## src/rtl/reg_bus_arbiter.sv

```systemverilog
`timescale 1ns/1ps
// Write-side arbiter for a bank of reg8 registers sharing one data bus (LOAD / MOVE from A and B).
// Define REG_ARB_FIXED_PRIO_EN to let A win every tie; otherwise ties are resolved round-robin.
module reg_bus_arbiter #(
  parameter int NUM_REGS = 4,
  parameter int AW       = 2
) (
  input  logic                  clk_i,
  input  logic                  rst_ni,
  input  logic                  a_req_i,
  input  logic                  a_op_i,
  input  logic [AW-1:0]         a_dst_i,
  input  logic [AW-1:0]         a_src_i,
  input  logic [7:0]            a_data_i,
  output logic                  a_gnt_o,
  output logic                  a_done_o,
  input  logic                  b_req_i,
  input  logic                  b_op_i,
  input  logic [AW-1:0]         b_dst_i,
  input  logic [AW-1:0]         b_src_i,
  input  logic [7:0]            b_data_i,
  output logic                  b_gnt_o,
  output logic                  b_done_o,
  input  logic [NUM_REGS*8-1:0] reg_q_i,
  output logic [7:0]            reg_d_o,
  output logic [NUM_REGS-1:0]   reg_wen_o,
  output logic                  busy_o
);

  typedef enum logic [1:0] {IDLE, FETCH, WRITE} state_t;

  state_t        r_state;
  state_t        w_next;
  logic          r_owner_b;
  logic [AW-1:0] r_dst;
  logic [AW-1:0] r_src;
  logic [7:0]    r_data;
  logic          r_a_gnt;
  logic          r_b_gnt;
  logic          r_a_done;
  logic          r_b_done;
  logic          w_accept;
  logic          w_pick_b;
  logic          w_op;
  logic [7:0]    w_fetch;
`ifndef REG_ARB_FIXED_PRIO_EN
  logic          r_last_b;
`endif

  always_comb begin
    w_pick_b = b_req_i;
    if (a_req_i && b_req_i) begin
`ifdef REG_ARB_FIXED_PRIO_EN
      w_pick_b = 1'b0;
`else
      w_pick_b = ~r_last_b;
`endif
    end
  end

  assign w_accept = (r_state == IDLE) && (a_req_i || b_req_i);
  assign w_op     = w_pick_b ? b_op_i : a_op_i;

  // Source indices beyond the bank read as zero.
  always_comb begin
    w_fetch = 8'h00;
    for (int i = 0; i < NUM_REGS; i++) begin
      if (r_src == AW'(i)) w_fetch = reg_q_i[8*i +: 8];
    end
  end

  always_ff @(posedge clk_i or negedge rst_ni) begin
    if (!rst_ni) r_state <= IDLE;
    else         r_state <= w_next;
  end

  always_comb begin
    w_next = r_state;
    case (r_state)
      IDLE:    if (w_accept) w_next = w_op ? FETCH : WRITE;
      FETCH:   w_next = WRITE;
      WRITE:   w_next = IDLE;
      default: w_next = IDLE;
    endcase
  end

  // r_data only changes on edges entering WRITE, so the bus holds its value elsewhere.
  always_ff @(posedge clk_i or negedge rst_ni) begin
    if (!rst_ni) begin
      r_owner_b <= 1'b0;
      r_dst     <= '0;
      r_src     <= '0;
      r_data    <= 8'h00;
      r_a_gnt   <= 1'b0;
      r_b_gnt   <= 1'b0;
      r_a_done  <= 1'b0;
      r_b_done  <= 1'b0;
`ifndef REG_ARB_FIXED_PRIO_EN
      r_last_b  <= 1'b1;
`endif
    end else begin
      r_a_gnt  <= w_accept && !w_pick_b;
      r_b_gnt  <= w_accept &&  w_pick_b;
      r_a_done <= (r_state == WRITE) && !r_owner_b;
      r_b_done <= (r_state == WRITE) &&  r_owner_b;
      if (w_accept) begin
        r_owner_b <= w_pick_b;
`ifndef REG_ARB_FIXED_PRIO_EN
        r_last_b  <= w_pick_b;
`endif
        r_dst     <= w_pick_b ? b_dst_i : a_dst_i;
        r_src     <= w_pick_b ? b_src_i : a_src_i;
        if (!w_op) r_data <= w_pick_b ? b_data_i : a_data_i;
      end
      if (r_state == FETCH) r_data <= w_fetch;
    end
  end

  always_comb begin
    reg_wen_o = '0;
    busy_o    = (r_state != IDLE);
    if (r_state == WRITE) begin
      for (int i = 0; i < NUM_REGS; i++) begin
        if (r_dst == AW'(i)) reg_wen_o[i] = 1'b1;
      end
    end
  end

  assign reg_d_o  = r_data;
  assign a_gnt_o  = r_a_gnt;
  assign b_gnt_o  = r_b_gnt;
  assign a_done_o = r_a_done;
  assign b_done_o = r_b_done;

endmodule

```

## config.mk

```make
export PLATFORM = sky130hd
export DESIGN_NAME = reg_bus_arbiter
export DESIGN_NICKNAME = d
export VERILOG_FILES = /design/src/rtl/reg_bus_arbiter.sv
export SDC_FILE = /design/constraint.sdc
export NUM_CORES = 1
export LEC_CHECK = 0
export ABC_AREA = 1
export ABC_CLOCK_PERIOD_IN_PS = 1500
export BUFFER_PORTS_ARGS = -buffer_cell sky130_fd_sc_hd__buf_2
export CAP_MARGIN = 20
export CORE_MARGIN = 4
export CORE_UTILIZATION = 43
export DETAILED_ROUTE_END_ITERATION = 6
export PLACE_DENSITY_LB_ADDON = 0.25
export SLEW_MARGIN = 20
export SYNTH_ARGS = -nofsm -noshare
export SYNTH_HDL_FRONTEND = slang
export SYNTH_SLANG_ARGS = --single-unit
```

## constraint.sdc

```tcl
create_clock -name clk_i -period 1.5 [get_ports clk_i]
set_input_delay 0.075 -clock clk_i [delete_from_list [all_inputs] [get_ports clk_i]]
set_output_delay 0.075 -clock clk_i [all_outputs]
set_load 0.03 [all_outputs]
```

### Word-level counts from Yosys, hierarchy flattened

Index checks and enable logic that the tools add are counted.

| word-level totals | value |
|---|---|
| memories kept | 0 |
| input port bits | 62 |
| output and inout bits | 17 |
| logic and storage cells | 56 |
| memory bits (writable) | 0 |
| bits in registers | 20 |
| latch bits | 0 |
| memory bits (read-only) | 0 |

| cells by class | value |
|---|---|
| div/mod/pow operators | 0 |
| muxes and demuxes | 20 |
| order comparisons | 0 |
| $add $sub $neg | 0 |
| shift-type cells | 0 |
| reductions and logical operators | 15 |
| multiply operators | 0 |
| eq/ne operators | 10 |
| bitwise gates (word level) | 1 |

Operator list:

| kind | number |
|---|---|
| 2-to-1 mux 8 bit | 8 |
| == test 2 bit (second input constant) | 5 |
| 2-to-1 mux 2 bit | 4 |
| == test 2 x 1 -> 1 bit (second input constant) | 3 |
| logical AND 1 bit | 6 |
| zero test 2 bit | 3 |
| 2-to-1 mux 1 bit | 6 |
| 2-to-1 mux 4 bit | 1 |
| case mux 2 bit (2 select lines) | 1 |
| nonzero test 2 bit | 2 |
| zero test 1 bit | 2 |
| != test 2 x 1 -> 1 bit (second input constant) | 1 |
| != test 2 bit (second input constant) | 1 |
| AND reduction 2 bit | 1 |
| logical OR 1 bit | 1 |
| inverter 1 bit | 1 |

### Depth between registers and ports, before layout

| depth | value |
|---|---|
| depth in word-level cells | 6 |
| depth in mapped cells | 8 |
| gate-level depth less buffers | 7 |

### Worst setup path before layout

OpenSTA, ideal clock, no wires.

| timing path | value |
|---|---|
| kind | register to output |
| from | register r_state[1] |
| to | output port reg_wen_o[0] |
| cell stages (with the launch flop) | 5 |
| arrival | 1.512 ns |
| slack | -0.087 ns |
| path buffers | 1 |
| required time | 1.425 ns |
| cell sequence | dfrtp_1 > inv_1 > or2_2 > buf_2 > nor3_1 |

| on the way | value |
|---|---|
| longest elaborated chain between the ends | 2 |

Ends and longest elaborated chain:

| element | RTL line | text |
|---|---|---|
| start, declared | 32 | `state_t r_state;` |
| start signal, assigned | 74 | `else r_state <= w_next;` |
| == test 2 bit | 122 | `if (r_state == WRITE) begin` |
| 2-to-1 mux 4 bit | 122 |  |
| end, declared | 26 | `output logic [NUM_REGS-1:0] reg_wen_o,` |

No other way between the ends.

### Final worst setup path

Same ends and word-level chain as after synthesis.

==> run summary <==
CP cell instances -> inv_1, or2_4, nor3_1, buf_4
Util after Layout -> 61.8%
Inst Count DP -> 313
Cell Pwr Density -> 1680 nW/um^2
Top FF cell, synth -> dfrtp_1
post-synthesis sequential area ratio -> 37.3%
CP startpoint -> r_state[1]
CP Launch Type -> register
Antenna Cells -> 0
Syn Inst Count -> 195
CP required -> 1.42 ns
Netlist cell types -> 23
outcome -> completed
core area -> 3030 um^2
combinational fraction of design power -> 59.3%
CTS Buffer Depth -> 2
arrival time at the worst endpoint -> 1.37 ns
# DRC -> 0
minimum clock period -> 1.45 ns
VDD IR-drop max -> 0.904 mV
Port-buffer cells -> 78
period utilization -> 96.6%
CTS tree -> built
initial antenna violation count -> 0
HP Start -> b_src_i[0]
area growth from synthesis to layout -> 39.1%
TritonCTS Sinks -> 20
DP Wirelength -> 3110 um
Synth Warn # -> 0
fill count -> 298
RSZ-0062 raised after global routing -> yes
CTS buffer count -> 3
Worst-path clk slew -> 0.11 ns
global-route wire length before repair -> 6530 um
vias in the first global route -> 1478
Post-Layout Cell Count -> 323
die width -> 63.9 um
Post-Route WL -> 4040 um
die height -> 63.9 um
first-pass iteration count of the detailed router -> 4
RR Startpoint -> r_last_b
Layout Skew -> 0.00221 ns
Top Ports -> 79
root buffer cell -> clkbuf_4
WL/cell -> 12.5 um
grt total ovfl -> 0
vias per cell -> 4.80
Pleak -> 1.06 nW
Slowest cell on crit path -> dfrtp_1
Final setup viols -> 0
Syn Nets -> 257
switching portion of total power -> 49.6%
die area -> 4090 um^2
fmax -> 690 MHz
CP max stage delay -> 0.39 ns
capturing element type of the critical path -> output port
Core Rows -> 20
Nets -> 342
Clock H-tree levels -> 1
Max Cap Violations -> 0
Routed Antenna Nets -> 0
Post-Syn Area per Cell -> 6.90 um^2
FF+latch count, synth -> 20
GPL Wtd Cong -> 0.840
Worst slew margin -> 68.7%
GRT Total Usage -> 19.9%
EDFF count, synth -> 0
Worst-Skew Late Latency -> 0.30 ns
layout cells sized above 1 -> 37.3%
Worst Hold Class -> input pin to register
internal power -> 1.59 mW
clock share of power -> 10.0%
Mapped Area -> 1350 um^2
P_sw -> 1.56 mW
vias after detailed routing -> 1552
crit path max fanout -> 6
worst-margin pin slew -> 0.468 ns
sequential group share of total power -> 30.7%
max-slew violation count -> 0
Starting Density -> 44.4%
largest net degree at the start of global routing -> 26
critical path class -> register to output port
Initial DRC Count -> 107
post-synthesis async set-or-reset flop share -> 100%
Hold Fails Final Rpt -> 0
[state kept, by name, summed over array words and instances (netlist names), 2 cells and up]
signal,cells
r_dst,2
r_state,2
r_src,2
reg_d_o,8
[cell families (layout without fill, tap and decap cells)]
| logic type | count (synthesis) | after routing | synth area share [%] |
|---|---|---|---|
| buffers and inverters | 25 | 109 | 8.84 |
| flip-flops | 20 | 20 | 37.3 |
| AO/OA/AOI/OAI | 15 | 15 | 6.32 |
| AND/OR/NAND/NOR | 135 | 135 | 47.5 |
[per-stage QoR]
stage                     hold WS, ns  total power [mW]  instance area (um^2)  worst slack [ns]  setup TNS (ns)
after global placement         0.0481              2.74                  1760             0.135               0
after detailed placement       0.0538              2.75                  1760             0.112               0
after CTS                    0.000643              3.12                  1840            0.0489               0
after global routing         0.000724              3.42                  1870           -0.0356         -0.0961
after floorplan                -0.221              2.25                  1350           -0.0868          -0.347
final                         0.00699              3.15                  1870            0.0510               0
[synthesized netlist by cell type, types with 2 or more instances]
master,count,area [um^2]
nand2_1,60,225
nand3_1,33,165
nor2_1,20,75.1
dfrtp_1,19,475
inv_1,17,63.8
o21ai_0,9,45.0
nand3b_1,8,60.1
nor3_1,4,20.0
o211ai_1,4,30.0
buf_2,2,10.0
buf_4,2,15.0
buf_6,2,22.5
nand2_2,2,12.5
nand2_4,2,22.5
nor2_2,2,12.5
nor2_4,2,22.5
[power by group through the flow]
stage / Combinational, mW / Clock (mW) / Sequential, mW
after floorplan: 1.03 / 0 / 1.22
after global placement: 1.76 / 0 / 0.976
after detailed placement: 1.78 / 0 / 0.975
after CTS: 1.83 / 0.328 / 0.963
after global routing: 2.07 / 0.353 / 1.00
final: 1.87 / 0.316 / 0.968
[layer usage]
metal  share of wire [%]  GRT usage (%)  vias to the layer above
li1                    -              -                      799
met1                  42           24.8                      696
met2                  50           34.6                       53
met3                 7.6           5.62                        4
met4                0.57           3.50                        0
met5                   0              0                        -
[worst paths after layout]
check / end / depth (start not counted) / slack, ns
worst max-delay path: reg_wen_o[0] / 4 / 0.05
worst min-delay path: r_src[0] / 3 / 0.007
worst max register to register: reg_d_o[2] / 8 / 0.12
worst min register to register: a_done_o / 1 / 0.45
max in group asynchronous: r_last_b / 2 / 0.93
min in group asynchronous: reg_d_o[2] / 2 / 0.23
[worst max-delay path, delay by kind of cell (launching register included)]
family / cells / cell delay, ns
flip-flops: 1 / 0.39
buffers and inverters: 2 / 0.26
AND/OR/NAND/NOR: 2 / 0.42
[timing repair]
action                                  4_1_cts  5_1_grt
resized for setup                             5        3
hold buffers                                  2        0
gates cloned                                  0        0
endpoints found under the setup margin        4        9
buffers inserted                              1        3
pin swaps                                     0        1
hold endpoints to repair                     20        0
[placed cells by master, fill, tap and decap left out, drive strengths merged]
cell         Yosys  routed
o211ai           4       4
clkbuf           1       4
buf              6      85
inv             18      18
dfrtp           19      19
or2              1       1
nand3b           8       8
nand3           34      34
a21oi            1       1
dfstp            1       1
nand2           64      64
dlygate4sd3      0       2
nor2            24      24
o21ai           10      10
nor3             4       4
[area by class of cell]
cell class	instances	area [um^2]	area share [%]
inverter	18	67.6	3.61
timing repair buffer	87	473	25.3
clock buffer	4	36.3	1.94
sequential	20	502	26.8
tap	44	55.1	2.94
multi-input combinational	150	737	39.4
(Power assumes the default switching activity.)
